`src/rtl/coin_acceptor.sv`:
```
// coin_acceptor
//   Vending-machine coin front end. Each raw slot sensor goes through a
//   2-flop synchroniser and a stability debouncer. A rising debounced sensor
//   is a coin event, which sets a per-channel pending flag. A fixed-priority
//   arbiter (quarter > dime > nickel) moves pending coins into a small FIFO.
//   An output FSM pops the FIFO and produces registered one-cycle coin
//   pulses, with a forced idle gap between pulses.
//
// Ports
//   clock          in   rising-edge system clock
//   reset          in   asynchronous, active-low; clears all state
//   sense_nickel   in   raw nickel-slot sensor (asynchronous)
//   sense_dime     in   raw dime-slot sensor (asynchronous)
//   sense_quarter  in   raw quarter-slot sensor (asynchronous)
//   busy           in   downstream cannot accept a coin (sampled in IDLE only)
//   nickel         out  one-cycle nickel pulse
//   dime           out  one-cycle dime pulse
//   quarter        out  one-cycle quarter pulse
//   fifo_level     out  number of queued coins
//   overflow       out  sticky: a coin event was lost
//   coin_reject    out  one-cycle jam pulse (constant 0 unless COIN_REJECT_EN)
//
// Build option
//   COIN_REJECT_EN : when defined, coin events on two or more channels in the
//                    same cycle are rejected as a jam instead of queued.
module coin_acceptor #(
  parameter int DEBOUNCE_CYCLES = 4,
  parameter int FIFO_DEPTH      = 4,
  parameter int GAP_CYCLES      = 1
) (
  input  logic                          clock,
  input  logic                          reset,
  input  logic                          sense_nickel,
  input  logic                          sense_dime,
  input  logic                          sense_quarter,
  input  logic                          busy,
  output logic                          nickel,
  output logic                          dime,
  output logic                          quarter,
  output logic [$clog2(FIFO_DEPTH):0]   fifo_level,
  output logic                          overflow,
  output logic                          coin_reject
);

  localparam int DW       = $clog2(DEBOUNCE_CYCLES + 1);
  localparam int AW       = $clog2(FIFO_DEPTH);
  localparam int LW       = AW + 1;
  localparam int GW       = (GAP_CYCLES > 1) ? $clog2(GAP_CYCLES) : 1;
  localparam int GAP_LAST = (GAP_CYCLES > 1) ? GAP_CYCLES - 2 : 0;

  localparam logic [DW-1:0] CNT_LAST = DW'(DEBOUNCE_CYCLES - 1);
  localparam logic [LW-1:0] FULL_LVL = LW'(FIFO_DEPTH);
  localparam logic [GW-1:0] GCNT_END = GW'(GAP_LAST);

  typedef enum logic [1:0] {S_IDLE, S_EMIT, S_GAP} state_t;

  // channel index: 0 nickel, 1 dime, 2 quarter
  logic [2:0]    sense;
  logic [2:0]    sync_p0, sync_p1, deb;
  logic [DW-1:0] cnt [3];
  logic [2:0]    rise, evt, pend, pend_clr, pend_nxt, lost;
  logic          jam, push, pop;
  logic [1:0]    push_code, coin_d;
  logic [1:0]    mem [FIFO_DEPTH];
  logic [AW-1:0] wr_ptr, rd_ptr;
  state_t        state, state_nxt;
  logic [GW-1:0] gcnt;
  logic          take_ok, nickel_d, dime_d, quarter_d;

  assign sense = {sense_quarter, sense_dime, sense_nickel};

  // ---- stage p0/p1: synchroniser, then debounce ----
  // Debounced state resets high so a sensor held high across reset is not a coin.
  always_ff @(posedge clock or negedge reset) begin
    if (!reset) begin
      sync_p0 <= '1;
      sync_p1 <= '1;
      deb     <= '1;
      for (int c = 0; c < 3; c++) cnt[c] <= '0;
    end else begin
      sync_p0 <= sense;
      sync_p1 <= sync_p0;
      for (int c = 0; c < 3; c++) begin
        if (sync_p1[c] == deb[c]) begin
          cnt[c] <= '0;
        end else if (cnt[c] == CNT_LAST) begin
          deb[c] <= sync_p1[c];
          cnt[c] <= '0;
        end else begin
          cnt[c] <= cnt[c] + 1'b1;
        end
      end
    end
  end

  // A coin event is flagged in the same cycle the debounced state flips 0->1,
  // so the pending flag is set on the flip edge itself.
  always_comb begin
    rise = '0;
    for (int c = 0; c < 3; c++)
      rise[c] = sync_p1[c] & ~deb[c] & (cnt[c] == CNT_LAST);
  end

`ifdef COIN_REJECT_EN
  assign jam = (rise[0] & rise[1]) | (rise[0] & rise[2]) | (rise[1] & rise[2]);

  always_ff @(posedge clock or negedge reset) begin
    if (!reset) coin_reject <= 1'b0;
    else        coin_reject <= jam;
  end
`else
  assign jam         = 1'b0;
  assign coin_reject = 1'b0;
`endif

  // ---- stage: pending flags and arbiter into the FIFO ----
  always_comb begin
    pend_clr  = '0;
    push      = 1'b0;
    push_code = 2'b00;
    if (fifo_level != FULL_LVL) begin
      if (pend[2]) begin
        pend_clr = 3'b100; push = 1'b1; push_code = 2'b11;
      end else if (pend[1]) begin
        pend_clr = 3'b010; push = 1'b1; push_code = 2'b10;
      end else if (pend[0]) begin
        pend_clr = 3'b001; push = 1'b1; push_code = 2'b01;
      end
    end
  end

  // A flag leaving for the FIFO this cycle can take a new event without loss.
  assign evt      = jam ? 3'b000 : rise;
  assign lost     = evt & pend & ~pend_clr;
  assign pend_nxt = (pend & ~pend_clr) | evt;

  always_ff @(posedge clock or negedge reset) begin
    if (!reset) begin
      pend     <= '0;
      overflow <= 1'b0;
    end else begin
      pend     <= pend_nxt;
      overflow <= overflow | (|lost);
    end
  end

  always_ff @(posedge clock) begin
    if (push) mem[wr_ptr] <= push_code;
  end

  always_ff @(posedge clock or negedge reset) begin
    if (!reset) begin
      wr_ptr     <= '0;
      rd_ptr     <= '0;
      fifo_level <= '0;
    end else begin
      if (push) wr_ptr <= wr_ptr + 1'b1;
      if (pop)  rd_ptr <= rd_ptr + 1'b1;
      if (push && !pop)      fifo_level <= fifo_level + 1'b1;
      else if (pop && !push) fifo_level <= fifo_level - 1'b1;
    end
  end

  // ---- stage: output FSM ----
  // The IDLE cycle that follows EMIT/GAP is itself the last forced idle cycle,
  // so GAP holds GAP_CYCLES-1 cycles and pulses come GAP_CYCLES idle cycles
  // apart. With no gap at all, EMIT may pop directly for back-to-back pulses.
  assign take_ok = (state == S_IDLE) || ((GAP_CYCLES == 0) && (state == S_EMIT));
  assign pop     = take_ok && (fifo_level != '0) && !busy;

  always_ff @(posedge clock or negedge reset) begin
    if (!reset) begin
      state   <= S_IDLE;
      gcnt    <= '0;
      nickel  <= 1'b0;
      dime    <= 1'b0;
      quarter <= 1'b0;
    end else begin
      state   <= state_nxt;
      gcnt    <= (state == S_GAP) ? gcnt + 1'b1 : '0;
      nickel  <= nickel_d;
      dime    <= dime_d;
      quarter <= quarter_d;
    end
  end

  always_comb begin
    state_nxt = state;
    case (state)
      S_IDLE:  if (pop) state_nxt = S_EMIT;
      S_EMIT:  begin
        if (pop)                 state_nxt = S_EMIT;
        else if (GAP_CYCLES > 1) state_nxt = S_GAP;
        else                     state_nxt = S_IDLE;
      end
      S_GAP:   if (gcnt == GCNT_END) state_nxt = S_IDLE;
      default: state_nxt = S_IDLE;
    endcase
  end

  always_comb begin
    coin_d    = pop ? mem[rd_ptr] : 2'b00;
    nickel_d  = (coin_d == 2'b01);
    dime_d    = (coin_d == 2'b10);
    quarter_d = (coin_d == 2'b11);
  end

endmodule
```
`config.mk`:
```
export PLATFORM = sky130hd
export DESIGN_NAME = coin_acceptor
export DESIGN_NICKNAME = d
export VERILOG_FILES = /design/src/rtl/coin_acceptor.sv
export SDC_FILE = /design/constraint.sdc
export NUM_CORES = 1
export LEC_CHECK = 0
export CAP_MARGIN = 20
export CORE_UTILIZATION = 35
export CTS_CLUSTER_SIZE = 28
export DETAILED_ROUTE_END_ITERATION = 8
export PLACE_DENSITY_LB_ADDON = 0.05
export SYNTH_ARGS = -nofsm -noshare
export SYNTH_HDL_FRONTEND = slang
export SYNTH_SLANG_ARGS = --single-unit
```
`constraint.sdc`:
```
create_clock -name clock -period 5.1 [get_ports clock]
set_input_delay 1.275 -clock clock [delete_from_list [all_inputs] [get_ports clock]]
set_output_delay 1.275 -clock clock [all_outputs]
set_load 0.05 [all_outputs]
```
==> flow_summary.ini <==
[cells_and_area]
layout-drive-gt1-share_pct = 19.4
multiInputGateArea_um2 = 589
synthToLayoutAreaGrowth_pct = 15.8
fin_area_um2 = 1970
antenna_cells = 0
regArea_um2 = 1080
fillers = 443
final_nets = 156
instances_no_fill = 193

[clocking]
htreeDepth = 2
clock_latency_ps = 280
numCtsBuffers = 5
post-cts-setup-buffer-count = 0
cts-hold-fix-buffers = 0
clkTransAtPathRegs_ps = 80
cts_resized = 0
cts_tree = built
clkSinkCount = 41
clock-root-buffer = clkbuf_8
clock_path_buffers = 2

[logic_synthesis]
synth-simple-area-share_pct = 13.3
synth_top_family_by_area = simple AND/OR/NAND/NOR gates
ys_warn_count = 0
synth-compound-area-share_pct = 2.57
synthXorXnorAreaFrac_pct = 3.08
synth_edf_count = 8
syn_inst = 119
synth_fp_nets = 137
synth.distinct_cells = 32
synth_mux_area_share_pct = 6.17
synth_ff_type = dfrtp_1
syn_area_um2 = 1700
synth.top_cell.area_share_pct = 35.2
synth.area.top_cells = dfrtp_1 (35%), edfxtp_1 (14%), dfstp_2 (14%), ha_1 (8.1%), nor3b_1 (3.1%)
synthAdderAreaFrac_pct = 9.25
synth_seq_cells = 41
yosysTopAreaCell = dfrtp_1
syn_area_per_cell_um2 = 14.3
async_flop_share_pct = 80.5
ys_seq_area_share_pct = 63.2

[setup_path]
r2r-end = fifo_level[2]$_DFFE_PN0P_
cp_slowest_cell = clkdlybuf4s50_1
worstPathMaxFanout = 5
critPathRequiredTime_ps = 3830
regToRegStartpoint = fifo_level[1]$_DFFE_PN0P_
worstRegToRegCells = 9
critPathMaxStageDelay_ps = 850
critPathCaptureType = output pin
crit_buf_inv = 1
start_kind = flop
worstPathArrival_ps = 1620
cp_cell_sequence = clkdlybuf4s50_1
cp_top_family = buffers and inverters
r2r_slack_ps = 2880
path_class = reg2out

[timing]
maxSlewViolCount = 0
fmax_mhz = 346
hold_ws_ps = 359
min_period_ps = 2890
setup_viol = 0
finalHoldViolations = 0
tns_ps = 0
rsz0062_at_grt = no
fin_skew_ps = 7.48
worst_slack_ps = 2210
finalCritPeriodShare_pct = 56.7

[floorplan]
floorplan.initialDensity_pct = 36.3
dieArea_um2 = 5150
io_pins = 14
rows = 25
die_h_um = 71.8
design.core.area_um2 = 4690
die_w_um = 71.8

[placed_design]
place_ws_ps = 1970
dp_cells = 185
dp_hpwl_um = 1770
portBuffers = 12
gp_congestion = 0.714
dpl_cell_area_um2 = 1890

[worst_hold_path]
hp-class = reg2reg
worstHoldPathCells = 0
hold_start = sync_p0[2]$_DFF_PN1_
hold_path_end = sync_p1[2]$_DFF_PN1_

[routing]
dr.pass1.iters = 3
antenna_left = 0
drc = 0
num_vias = 919
drt_wl_total_um = 2480
vias_per_cell = 4.76
post_drt_wl_per_cell_um = 12.9
drt_iter0_drc = 18

[pwr]
p_comb_share_pct = 35.0
switching_share_pct = 34.2
p_leak_uw = 0.000858
p_sw_uw = 361
ir_worst_vdd_uv = 220
clkPwrFrac_pct = 18.7
internal-power_uw = 695
pwr-share-seq_pct = 46.3
p_per_area_nw_per_um2 = 536

[run_status]
status = finished clean

[grt]
grt_pass1_vias = 950
grt_first_pass_wirelength_um = 4120
grt_max_degree = 34
grt_usage_pct = 10.9
antenna_found_initial = 0
grt_remaining_overflow = 0

[run]
maxCapViolations = 0
layout make-up:
class                      instances  share of cell area (%)
inverter                           8                    1.52
multi-input combinational         69                    29.9
clock inverter                     1                   0.254
timing repair buffer              13                    6.47
tap                               54                    3.42
clock buffer                       7                    3.87
sequential                        41                    54.6
layer usage:
layer,share of wire (%),vias up,track usage [%]
met2,49,17,18.2
met4,1.4,0,4.58
met1,46,456,12.5
met5,0,-,0
met3,3.9,4,4.22
li1,-,442,-
how the worst max path moves through the flow:
stage | from | endpoint | slack [ps] | depth (start not counted)
CTS | fifo_level[0]$_DFFE_PN0P_ | fifo_level[0] | 2190 | 1
detailed placement | busy | fifo_level[2]$_DFFE_PN0P_ | 1970 | 10
finish | fifo_level[0]$_DFFE_PN0P_ | fifo_level[0] | 2210 | 1
global placement | busy | fifo_level[2]$_DFFE_PN0P_ | 2020 | 10
floorplan | busy | fifo_level[1]$_DFFE_PN0P_ | 2500 | 7
global route | fifo_level[0]$_DFFE_PN0P_ | fifo_level[0] | 2130 | 1
cell families after synthesis:
| family | count (synthesis) |
|---|---|
| mux | 7 |
| compound gates | 6 |
| fa+ha+maj | 12 |
| other cells | 1 |
| xor+xnor | 6 |
| buf+inv | 9 |
| simple gates | 37 |
| flops | 41 |
per-stage QoR:
step | total power [uW] | util, %
after global routing | 1130 | 42.1
after global placement | 856 | 40.3
after CTS | 1080 | 42.1
final | 1060 | 42.1
after detailed placement | 873 | 40.3
after floorplan | 768 | -
cells in the final DEF (no fill, tap or decap), drive strengths merged, types with 6 or more instances in the layout:
master and n:
dfrtp 24, clkdlybuf4s50 12, ha 11, dfstp 9
edfxtp 8, inv 8, nor3b 8, nor2b 7
clkbuf 7, nor2 6
synthesized netlist by cell type, types with 5 or more instances:
| library cell | instances |
|---|---|
| dfrtp_1 | 24 |
| edfxtp_1 | 8 |
| dfstp_2 | 9 |
| nor2b_1 | 7 |
| ha_1 | 11 |
| inv_1 | 7 |
| nor3b_1 | 7 |
| nor2_1 | 5 |
state kept, by name, summed over array words and instances (netlist names):
| register | count |
|---|---|
| nickel | 1 |
| deb | 3 |
| state | 1 |
| dime | 1 |
| quarter | 1 |
| sync_p0 | 3 |
| sync_p1 | 3 |
| cnt | 9 |
| pend | 3 |
| fifo_level | 3 |
| mem | 8 |
| wr_ptr | 2 |
| rd_ptr | 2 |
| overflow | 1 |
power groups by stage:
stage	registers [uW]	clock network (uW)	logic, uW
after floorplan	553	0	215
after global placement	494	0	362
after detailed placement	498	0	375
after CTS	491	207	379
after global routing	501	221	412
final	489	198	370
No activity file was read; power rests on OpenSTA's default activity.
